File: src/rtl/adapter_pkg.sv
// Shared state encoding and buffer-direction helpers for the adapter BRAM sequencer.
package adapter_pkg;

  localparam logic [1:0] ST_IDLE    = 2'd0;
  localparam logic [1:0] ST_FILL    = 2'd1;
  localparam logic [1:0] ST_COMPUTE = 2'd2;
  localparam logic [1:0] ST_DRAIN   = 2'd3;

  function automatic logic has_in(input int unsigned c_type, input int unsigned c_is_inout);
    return (c_is_inout != 0) || (c_type == 0);
  endfunction

  function automatic logic has_out(input int unsigned c_type, input int unsigned c_is_inout);
    return (c_is_inout != 0) || (c_type == 1);
  endfunction

endpackage

File: src/rtl/adapter_beat_cnt.sv
// Clearable beat counter shared by the fill and drain phases; flags the last legal beat index.
module adapter_beat_cnt #(
  parameter int unsigned C_DATA_DEPTH = 16,
  parameter int unsigned C_ADDR_WIDTH = 4
) (
  input  logic                    i_clk,
  input  logic                    i_rst,
  input  logic                    i_clr,
  input  logic                    i_inc,
  output logic [C_ADDR_WIDTH:0]   o_count,
  output logic                    o_terminal_c
);

  localparam int unsigned CW = C_ADDR_WIDTH + 1;
  localparam logic [CW-1:0] TERM = CW'(C_DATA_DEPTH - 1);

  logic [CW-1:0] r_count;

  // Clear has priority so a phase hand-off never carries a stale count.
  always_ff @(posedge i_clk) begin
    if (i_rst) begin
      r_count <= '0;
    end else if (i_clr) begin
      r_count <= '0;
    end else if (i_inc) begin
      r_count <= r_count + CW'(1);
    end
  end

  assign o_count      = r_count;
  assign o_terminal_c = (r_count == TERM);

endmodule

File: src/rtl/adapter_bram_seq.sv
// Ownership sequencer for one adapter BRAM buffer: fill -> compute -> drain,
// driving the mux selects and the accelerator start handshake.
module adapter_bram_seq
  import adapter_pkg::*;
#(
  parameter int unsigned C_DATA_DEPTH = 16,
  parameter int unsigned C_ADDR_WIDTH = 4,
  parameter int unsigned C_TYPE       = 0,
  parameter int unsigned C_IS_INOUT   = 0
) (
  input  logic                  ACC_CLK,
  input  logic                  ACC_RESET,
  input  logic                  start,
  input  logic                  abort,
  input  logic                  input_en,
  input  logic                  input_we_any,
  input  logic                  input_last,
  input  logic                  output_en,
  input  logic                  output_last,
  output logic                  ap_start,
  input  logic                  ap_done,
  output logic                  CTRL_EN_INPUT_IF,
  output logic                  CTRL_EN_OUTPUT_IF,
  output logic                  busy,
  output logic                  done,
  output logic [C_ADDR_WIDTH:0] fill_count,
  output logic                  err_access,
  output logic [1:0]            state
);

  localparam int unsigned CW      = C_ADDR_WIDTH + 1;
  localparam logic        HAS_IN  = has_in(C_TYPE, C_IS_INOUT);
  localparam logic        HAS_OUT = has_out(C_TYPE, C_IS_INOUT);

  logic [1:0]    r_state;
  logic          r_ap_start;
  logic          r_en_in;
  logic          r_en_out;
  logic          r_busy;
  logic          r_done;
  logic [CW-1:0] r_fill_count;
  logic          r_err;

  logic [1:0]    w_state_nxt;
  logic          w_cnt_clr;
  logic          w_cnt_inc;
  logic          w_done_nxt;
  logic          w_fill_latch;
  logic          w_start_acc;
  logic          w_err_nxt;
  logic [CW-1:0] w_cnt;
  logic          w_term;
  logic          w_fill_beat;
  logic          w_drain_beat;

  assign w_fill_beat  = input_en & input_we_any;
  assign w_drain_beat = output_en;

  adapter_beat_cnt #(
    .C_DATA_DEPTH (C_DATA_DEPTH),
    .C_ADDR_WIDTH (C_ADDR_WIDTH)
  ) u_beat_cnt (
    .i_clk        (ACC_CLK),
    .i_rst        (ACC_RESET),
    .i_clr        (w_cnt_clr),
    .i_inc        (w_cnt_inc),
    .o_count      (w_cnt),
    .o_terminal_c (w_term)
  );

  // State register.
  always_ff @(posedge ACC_CLK) begin
    if (ACC_RESET) begin
      r_state <= ST_IDLE;
    end else begin
      r_state <= w_state_nxt;
    end
  end

  // Next-state, counter control and pulse decode.
  always_comb begin
    w_state_nxt  = r_state;
    w_cnt_clr    = 1'b0;
    w_cnt_inc    = 1'b0;
    w_done_nxt   = 1'b0;
    w_fill_latch = 1'b0;
    w_start_acc  = 1'b0;
    case (r_state)
      ST_IDLE: begin
        if (start && !abort) begin
          w_start_acc = 1'b1;
          w_cnt_clr   = 1'b1;
          w_state_nxt = HAS_IN ? ST_FILL : ST_COMPUTE;
        end
      end
      ST_FILL: begin
        if (w_fill_beat) begin
          w_cnt_inc = 1'b1;
          if (input_last || w_term) begin
            w_fill_latch = 1'b1;
            w_state_nxt  = ST_COMPUTE;
          end
        end
      end
      ST_COMPUTE: begin
        if (ap_done) begin
          w_cnt_clr = 1'b1;
          if (HAS_OUT) begin
            w_state_nxt = ST_DRAIN;
          end else begin
            w_state_nxt = ST_IDLE;
            w_done_nxt  = 1'b1;
          end
        end
      end
      ST_DRAIN: begin
        if (w_drain_beat) begin
          w_cnt_inc = 1'b1;
          if (output_last || w_term) begin
            w_state_nxt = ST_IDLE;
            w_done_nxt  = 1'b1;
          end
        end
      end
      default: w_state_nxt = ST_IDLE;
    endcase
    // Abort cancels silently: no done pulse and the previous fill_count survives.
    if (abort && (r_state != ST_IDLE)) begin
      w_state_nxt  = ST_IDLE;
      w_cnt_clr    = 1'b1;
      w_cnt_inc    = 1'b0;
      w_done_nxt   = 1'b0;
      w_fill_latch = 1'b0;
    end
  end

  // A mover beat outside its own phase is a protocol violation, even on a start cycle.
  always_comb begin
    w_err_nxt = r_err;
    if (w_start_acc) begin
      w_err_nxt = 1'b0;
    end
    if ((w_fill_beat && (r_state != ST_FILL)) || (w_drain_beat && (r_state != ST_DRAIN))) begin
      w_err_nxt = 1'b1;
    end
  end

  // Outputs registered from the next state so they line up with the state register.
  always_ff @(posedge ACC_CLK) begin
    if (ACC_RESET) begin
      r_ap_start   <= 1'b0;
      r_en_in      <= 1'b0;
      r_en_out     <= 1'b0;
      r_busy       <= 1'b0;
      r_done       <= 1'b0;
      r_fill_count <= '0;
      r_err        <= 1'b0;
    end else begin
      r_ap_start <= (w_state_nxt == ST_COMPUTE);
      r_en_in    <= (w_state_nxt == ST_FILL);
      r_en_out   <= (w_state_nxt == ST_DRAIN);
      r_busy     <= (w_state_nxt != ST_IDLE);
      r_done     <= w_done_nxt;
      r_err      <= w_err_nxt;
      if (w_fill_latch) begin
        r_fill_count <= w_cnt + CW'(1);
      end
    end
  end

  assign state             = r_state;
  assign ap_start          = r_ap_start;
  assign CTRL_EN_INPUT_IF  = r_en_in;
  assign CTRL_EN_OUTPUT_IF = r_en_out;
  assign busy              = r_busy;
  assign done              = r_done;
  assign fill_count        = r_fill_count;
  assign err_access        = r_err;

endmodule

File: config.mk
export PLATFORM = sky130hd
export DESIGN_NAME = adapter_bram_seq
export DESIGN_NICKNAME = d
export VERILOG_FILES = /design/src/rtl/adapter_pkg.sv /design/src/rtl/adapter_beat_cnt.sv /design/src/rtl/adapter_bram_seq.sv
export SDC_FILE = /design/constraint.sdc
export NUM_CORES = 1
export LEC_CHECK = 0
export ABC_AREA = 1
export CAP_MARGIN = 20
export CORE_MARGIN = 4
export CORE_UTILIZATION = 46
export DETAILED_ROUTE_END_ITERATION = 10
export PLACE_DENSITY_LB_ADDON = 0.12
export SLEW_MARGIN = 25
export SYNTH_ARGS = -nofsm -noshare
export SYNTH_HDL_FRONTEND = slang
export SYNTH_SLANG_ARGS = --single-unit
File: constraint.sdc
create_clock -name ACC_CLK -period 1.87 [get_ports ACC_CLK]
set_clock_uncertainty 0.1 [all_clocks]
set_input_delay 0.4675 -clock ACC_CLK [delete_from_list [all_inputs] [get_ports ACC_CLK]]
set_output_delay 0.4675 -clock ACC_CLK [all_outputs]
set_load 0.05 [all_outputs]
==> results of run 1 <==
stage by stage:
stage | std cells | hold WS (ns)
CTS | 169 | 0.372
global route | 169 | 0.396
finish | 169 | 0.369
global placement | 165 | 0.354
floorplan | 117 | 0.407
detailed placement | 165 | 0.357
per-layer routing:
metal,GRT usage [%],vias up
li1,-,413
met1,17.8,328
met2,25.5,18
met3,4.66,4
met4,9.17,0
met5,0,-
final cells by class:
type | count | area, um2 | share of cell area [%]
timing repair buffer | 24 | 228 | 19.8
inverter | 20 | 75.1 | 6.51
sequential | 18 | 360 | 31.3
tap | 25 | 31.3 | 2.71
clock buffer | 4 | 36.3 | 3.15
multi-input combinational | 78 | 422 | 36.6
registers in the layout (all words and copies together) (netlist names):
name                count
u_beat_cnt.o_count      5
done                    1
CTRL_EN_OUTPUT_IF       1
ap_start                1
fill_count              5
busy                    1
err_access              1
CTRL_EN_INPUT_IF        1
state                   2
worst max path at each step:
| stage | endpoint | slack, ns | cells after the start |
|---|---|---|---|
| floorplan | CTRL_EN_OUTPUT_IF | 0.29 | 6 |
| global placement | ap_start | 0.13 | 7 |
| detailed placement | ap_start | 0.1 | 7 |
| CTS | ap_start | 0.14 | 9 |
| global route | ap_start | 0.007 | 10 |
| finish | ap_start | 0.20 | 10 |
cells by family after synthesis:
family	Yosys count
AOI/OAI and AO/OA	10
adders and majority gates	2
DFF	18
and+or+nand+nor	64
xor gates and xnor gates	2
buffers and inverters	21
cell usage after synthesis, drive strengths merged:
| cell | count |
|---|---|
| nand3 | 7 |
| dfxtp | 18 |
| a21oi | 7 |
| nand2 | 33 |
| o21a | 1 |
| ha | 2 |
| nand4 | 2 |
| clkinv | 1 |
| o22ai | 1 |
| nand3b | 1 |
| nor2 | 21 |
| o21ai | 1 |
| clkbuf | 1 |
| xor2 | 2 |
| inv | 19 |
critical path, delay by kind of cell, from the launching register on:
family        cells  cell delay (ns)
simple gates      7             0.74
flops             1             0.37
fa+ha+maj         2             0.36
buf+inv           1             0.04
what timing repair did:
action / 4_1_cts / 5_1_grt
endpoints found under the hold margin: 0 / 0
endpoints found under the setup margin: 0 / 3
hold buffers: 0 / 0
resized for setup: 0 / 1
power by group:
group          switching [mW]  leakage (nW)  internal, mW
registers             0.00751         0.146         0.392
logic                  0.0760         0.412        0.0519
clock network           0.119        0.0210         0.119
total                   0.202         0.579         0.563
==> impl_metrics.yaml, run 1 <==
outcome:
  status: "completed"
cells_and_area:
  drive_gt1_share_pct: 22.2
  antenna_cells: 0
  num-nets-final: 157
  post-route-util_pct: 66.0
  final_common_cell: "nand2_1"
  final_cell_mix: "nand2_1, dfxtp_1, inv_1"
  nFillCells: 161
  area.growth.synth_to_final_pct: 33.9
  fin_area_um2: 1150
cts:
  h-tree-depth: 1
  cts_root_buf: "clkbuf_4"
  cts.sinks: 18
  cts_setup_buffers: 0
  path_clk_slew_ns: 0.10
  cts_tree: "yes"
  cts_inserted_buffers: 3
  cts_buffer_depth: 2
  worstSkewPairLatency_ns: 0.29
routing:
  drt_first_pass_iters: 4
  drt_iter0_markers: 11
  via_per_inst: 4.51
  routed-wl-met3_um: 117
  dr_wl_met2_um: 785
  via_count: 763
  highest_layer: "met4"
  avgRoutedWirePerCell_um: 10.2
  wl_met1_um: 776
  wl_mm: 1.72
  ant_nets: 0
  drc: 0
yosys:
  synth_fa_ha_area_share_pct: 2.91
  synthTopCellsByArea: "dfxtp_1, nand2_1, inv_1"
  synthXorXnorAreaFrac_pct: 2.03
  synth_top_cell_area_share_pct: 41.9
  synth_top_family_by_area: "simple AND/OR/NAND/NOR gates"
  syn-num-nets: 129
  yosysWarningCount: 0
  synth_top_area_cell: "dfxtp_1"
  synth.area.mux_share_pct: 0
  synthSimpleGateAreaFrac_pct: 37.8
  synth.cell_area_um2: 861
  yosysSeqAreaShare_pct: 41.9
  syn_area_per_cell_um2: 7.36
  synth_compound_area_share_pct: 6.25
  postSynthCellCount: 117
  ys_types: 22
  synth_seq_cells: 18
sta:
  rsz0062_at_grt: "no"
  clock.fmax_mhz: 597
  worst_pin_slew_ns: 0.406
  setup-tns-final_ns: 0
  fin_crit_sh_pct: 89.5
  finalHoldViolCount: 0
  timing.slew.headroom_pct: 72.9
  drv_slew: 0
  worst_slack_ns: 0.196
  finalSetupViolations: 0
  min_period_ns: 1.67
setup_path:
  r2r-end: "ap_start"
  max_stage_delay_ns: 0.37
  crit_chain: "ha_1, nand2_1, nor2_1, ha_1, inv_1, nand2_1, nand3_2, nand3_1, nand3_2, nor2_1"
  r2r_start: "u_beat_cnt.o_count[0]"
  startpoint_type: "flop"
  critical_path_required_ns: 2.00
  path_class: "reg -> reg"
  path_max_fanout: 4
  r2r_slack_ns: 0.20
  reg2reg_depth: 10
  worstSetupStartpoint: "u_beat_cnt.o_count[0]"
  crit_slowest_cell: "dfxtp_1"
  worstPathArrival_ns: 1.81
  endpoint_kind: "flop"
power:
  power_leakage_nw: 0.579
  total_power_mw: 0.765
  powerDensity_nw_per_um2: 664
  peakVddDrop_mv: 0.570
placement:
  dp_hpwl_mm: 1.40
  gp_congestion: 0.858
  placed_area_um2: 1120
  io_buffers: 22
  preCtsSetupSlack_ns: 0.0968
global_route:
  antenna_found_initial: 0
  grt-ovfl-total: 0
  grt_pass1_wl_mm: 3.04
  grt_max_degree: 11
  grt_pass1_vias: 711
  grt_usage_pct: 15.6
hold_path:
  hold_depth: 2
  hold_end: "fill_count[3]"
  worstHoldStart: "fill_count[3]"
  worstHoldPathType: "reg -> reg"
floorplanning:
  boundaryPins: 23
  num_rows: 15
  dieArea_um2: 2630
  dieWidth_um: 51.3
  coreArea_um2: 1750
  initial_core_util_pct: 49.3
  die_h_um: 51.3
run:
  maxCapViolCount: 0
(Power assumes the default switching activity.)
==> run 2, diff against run 1 <==
--- a/config.mk
+++ b/config.mk
@@ -11,6 +11,7 @@
 export CORE_UTILIZATION = 46
 export DETAILED_ROUTE_END_ITERATION = 10
 export PLACE_DENSITY_LB_ADDON = 0.12
+export SKIP_LAST_GASP = 1
 export SLEW_MARGIN = 25
 export SYNTH_ARGS = -nofsm -noshare
 export SYNTH_HDL_FRONTEND = slang
==> results of run 2 <==
Same layout as run 1: the final DEF is identical, and so are final timing and power.
==> run 3, diff against run 2 <==
--- a/config.mk
+++ b/config.mk
@@ -7,12 +7,11 @@
 export LEC_CHECK = 0
 export ABC_AREA = 1
 export CAP_MARGIN = 20
-export CORE_MARGIN = 4
 export CORE_UTILIZATION = 46
 export DETAILED_ROUTE_END_ITERATION = 10
 export PLACE_DENSITY_LB_ADDON = 0.12
 export SKIP_LAST_GASP = 1
-export SLEW_MARGIN = 25
+export SLEW_MARGIN = 10
 export SYNTH_ARGS = -nofsm -noshare
 export SYNTH_HDL_FRONTEND = slang
 export SYNTH_SLANG_ARGS = --single-unit
==> run 3 against run 2 <==
  * Wire length is 1.4% lower
  * Global-route usage is 3.1 points higher
  * Power is 1.2% higher
  * Critical path depth stayed put
  * Fmax is 0.84% higher
  * Die area is 22% lower
  * Design area is 0.43% higher
==> impl_metrics.yaml, run 3 (synthesized netlist as in run 1, its figures left out) <==
outcome:
  status: "completed"
setup_path:
  path_class: "reg -> reg"
  path_max_fanout: 4
  critical_path_required_ns: 2.02
  r2r_start: "u_beat_cnt.o_count[0]"
  worstPathArrival_ns: 1.81
  endpoint_kind: "flop"
  worstSetupStartpoint: "u_beat_cnt.o_count[0]"
  startpoint_type: "flop"
run:
  maxCapViolCount: 0
cts:
  h-tree-depth: 1
  path_clk_slew_ns: 0.10
  hold_buffers: 0
  worstSkewPairLatency_ns: 0.30
  cts_root_buf: "clkbuf_4"
  cts.sinks: 18
  cts_buffer_depth: 2
  cts_setup_buffers: 0
  cts_tree: "yes"
  cts_inserted_buffers: 3
  cts_resized: 0
floorplanning:
  die_h_um: 45.3
  boundaryPins: 23
  coreArea_um2: 1750
  dieArea_um2: 2050
  initial_core_util_pct: 49.3
  dieWidth_um: 45.3
  num_rows: 15
sta:
  drv_slew: 0
  worst_slack_ns: 0.210
  min_period_ns: 1.66
  setup-tns-final_ns: 0
  finalHoldViolCount: 0
  clock.fmax_mhz: 602
  finalSetupViolations: 0
  worst_pin_slew_ns: 0.386
  rsz0062_at_grt: "no"
  timing.slew.headroom_pct: 74.2
  holdWs_ns: 0.370
  fin_crit_sh_pct: 88.8
cells_and_area:
  post-route-util_pct: 66.3
  nFillCells: 162
  num-nets-final: 157
  final_common_cell: "nand2_1"
  multi_input_area_um2: 424
  fin_area_um2: 1160
  drive_gt1_share_pct: 24.3
  antenna_cells: 0
  regArea_um2: 363
  final_cell_mix: "nand2_1, inv_1, dfxtp_1"
  area.growth.synth_to_final_pct: 34.4
placement:
  dp_hpwl_mm: 1.33
  io_buffers: 22
  placed_area_um2: 1120
  preCtsSetupSlack_ns: 0.116
  gp_congestion: 0.848
power:
  p_seq_share_pct: 51.7
  powerDensity_nw_per_um2: 669
  share_comb_of_total_power_pct: 16.5
  peakVddDrop_mv: 0.535
  clock_power_share_pct: 31.8
  power_leakage_nw: 0.579
  p_switching_mw: 0.211
  switching_share_pct: 27.3
  p_int_mw: 0.563
routing:
  drt_iter0_markers: 4
  drt_first_pass_iters: 2
  wl_mm: 1.69
  ant_nets: 0
  via_per_inst: 4.66
  avgRoutedWirePerCell_um: 10.0
  drc: 0
  via_count: 787
global_route:
  grt_max_degree: 11
  grt_pass1_vias: 696
  antenna_found_initial: 0
  grt-ovfl-total: 0
  grt_pass1_wl_mm: 2.67
  grt_usage_pct: 18.7
hold_path:
  worstHoldStart: "fill_count[0]"
  worstHoldPathType: "reg -> reg"
## run 3: critical path: stages, from the launching register on
cell	delay (ns)
dfxtp_2	0.35
ha_1	0.18
nand2_1	0.06
nor2_1	0.12
ha_2	0.20
inv_1	0.04
nand2_1	0.10
nand3_2	0.12
nand3_1	0.14
nand3_2	0.11
nor2_1	0.10
## run 3: worst paths after layout
kind                                      end  slack, ns  cells after the start
worst max-delay path                 ap_start       0.21                     10
worst min-delay path            fill_count[0]       0.37                      2
worst min register to register  fill_count[0]       0.37                      2
worst max register to register       ap_start       0.21                     10
## run 3: metal layers
layer / global-route usage (%) / vias to the layer above / share of wire, %
met5: 0 / - / 0
met4: 17.6 / 0 / 4.1
met1: 20.4 / 349 / 44
met3: 2.40 / 7 / 4.3
li1: - / 411 / -
met2: 31.0 / 20 / 48
## run 3: power by group through the flow
stage	clock network (mW)	logic, mW	registers, mW
CTS	0.251	0.128	0.400
global placement	0	0.127	0.408
detailed placement	0	0.128	0.409
floorplan	0	0.0512	0.435
global route	0.260	0.137	0.402
finish	0.246	0.128	0.400
## run 3: cell type report
class                   instances  share of cell area (%)
multi-input cells              78                    36.6
flip-flops and latches         18                    31.4
repair buffers                 24                    19.7
inverters                      20                    6.49
clock buffers                   4                    3.14
well taps                      25                    2.70
## run 3: per-stage QoR
stage / total power [mW] / std cells
after floorplan: 0.486 / 117
after global placement: 0.535 / 165
after detailed placement: 0.537 / 165
after CTS: 0.780 / 169
after global routing: 0.800 / 169
final: 0.774 / 169
==> RTL edit (flow settings as in run 1) <==
Change the parameter `C_IS_INOUT` from 0 to 1.
--- a/src/rtl/adapter_bram_seq.sv
+++ b/src/rtl/adapter_bram_seq.sv
@@ -7,5 +7,5 @@
   parameter int unsigned C_ADDR_WIDTH = 4,
   parameter int unsigned C_TYPE       = 0,
-  parameter int unsigned C_IS_INOUT   = 0
+  parameter int unsigned C_IS_INOUT   = 1
 ) (
   input  logic                  ACC_CLK,
Check against the original RTL: not equivalent (Yosys sat finds a counterexample within 4 cycles, from zero or initial values and one cycle with ACC_RESET high).
==> RTL edit against run 1 <==
Area after synthesis down 2.5%. Count of clock-buffer cells in the layout is the same. Via count up 1.7%. Global-route usage grew 0.37 points. Sequential cell count did not move. Wire length increased by 6.5%. Total power decreased by 0.57%. Cell area increased by 0.22%. Setup slack gained 2.0 ps. First-iteration DRC count up 45%. Largest cell class unchanged.
==> RTL edit: results (changes against run 1) <==
Outcome: finished clean
Post-DP HPWL: 1.457 mm (+3.8%)
Layout cells sized above 1: 26.57% (+4.4 points)
Worst EP arrival: 1790 ps (-20 ps)
R2R Path End: CTRL_EN_OUTPUT_IF$_SDFF_PP0_
Area growth from synthesis to layout: 37.56%
Met3 Usage GRT: 4.451% (-0.21 points)
Routed wl met2: 826 um (+5.2%)
Adder-cell area share of the yosys netlist: 2.981% (+0.074 points)
Largest stage delay, worst path: 350 ps (-20 ps)
Met3 routed wirelength: 124 um (+6.0%)
Total track usage: 15.96% (+0.37 points)
Non-filler instance count after layout: 168 (-0.59%)
Placed cell area: 1106 sq um (-0.90%)
Post-Synth XOR/XNOR Area: 2.086% (+0.052 points)
Register area share after synthesis: 42.92% (+1.1 points)
Multi-input gates: 77 (-1.3%)
Synthesized area per cell: 7.430 sq um (+0.98%)
Layout non-clock buf frac: 21.02% (+1.3 points)
M1 WL: 846 um (+9.0%)
Max VDD drop: 0.0005240 V (-8.1%)
Hold Crit Depth: 1 (-1)
NumNets Final: 156 (-0.64%)
Worst Hold Endpoint: fill_count[0]$_SDFFE_PP0P_
Multi-input combinational area share: 35.86% (-0.73 points)
Compound-cell area share of the yosys netlist: 12.07% (+5.8 points)
Synth top cells by count: 21 x nand2_1, 18 x dfxtp_1, 17 x nor2_1
Non-clock buffers: 26 (+8.3%)
Initial DRC count: 16 (+5)
Layout clock area frac: 3.142% (-0.0068 points)
GRT met1 Usage: 22.45% (+4.7 points)
Worst Hold Launch: u_beat_cnt.o_count[0]$_SDFFE_PP0P_
Fillers: 148 (-8.1%)
Synth area leaders: dfxtp_1 43%, nand2_1 9.4%, nor2_1 7.6%
Per-cell routed wire length: 10.88 um (+7.2%)
First-pass GRT wire length: 3.229 mm (+6.4%)
Initial Util: 48.62% (-0.70 points)
DP Worst Slack: -10.06 ps (-106.9 ps)
Min Hold Slack: 378.5 ps (+9.710 ps)
Vias in the first global route: 755 (+6.2%)
## RTL edit: worst max-delay path by stage
stage               depth (start not counted)  slack, ps                            to                               start
global route                               11         30    fill_count[3]$_SDFFE_PP0P_  u_beat_cnt.o_count[0]$_SDFFE_PP0P_
floorplan                                  11        300           ap_start$_SDFF_PP0_  u_beat_cnt.o_count[0]$_SDFFE_PP0P_
CTS                                        11        100    fill_count[3]$_SDFFE_PP0P_  u_beat_cnt.o_count[0]$_SDFFE_PP0P_
finish                                     11        200  CTRL_EN_OUTPUT_IF$_SDFF_PP0_  u_beat_cnt.o_count[0]$_SDFFE_PP0P_
detailed placement                          8        -10    fill_count[3]$_SDFFE_PP0P_                            input_en
global placement                            8         20    fill_count[3]$_SDFFE_PP0P_                            input_en
## RTL edit: where the power goes
group | leakage (nW) | switching (mW) | internal [mW] | total [mW]
logic | 0.388 | 0.0767 | 0.0520 | 0.129
clock network | 0.0210 | 0.115 | 0.118 | 0.233
registers | 0.147 | 0.00694 | 0.392 | 0.399
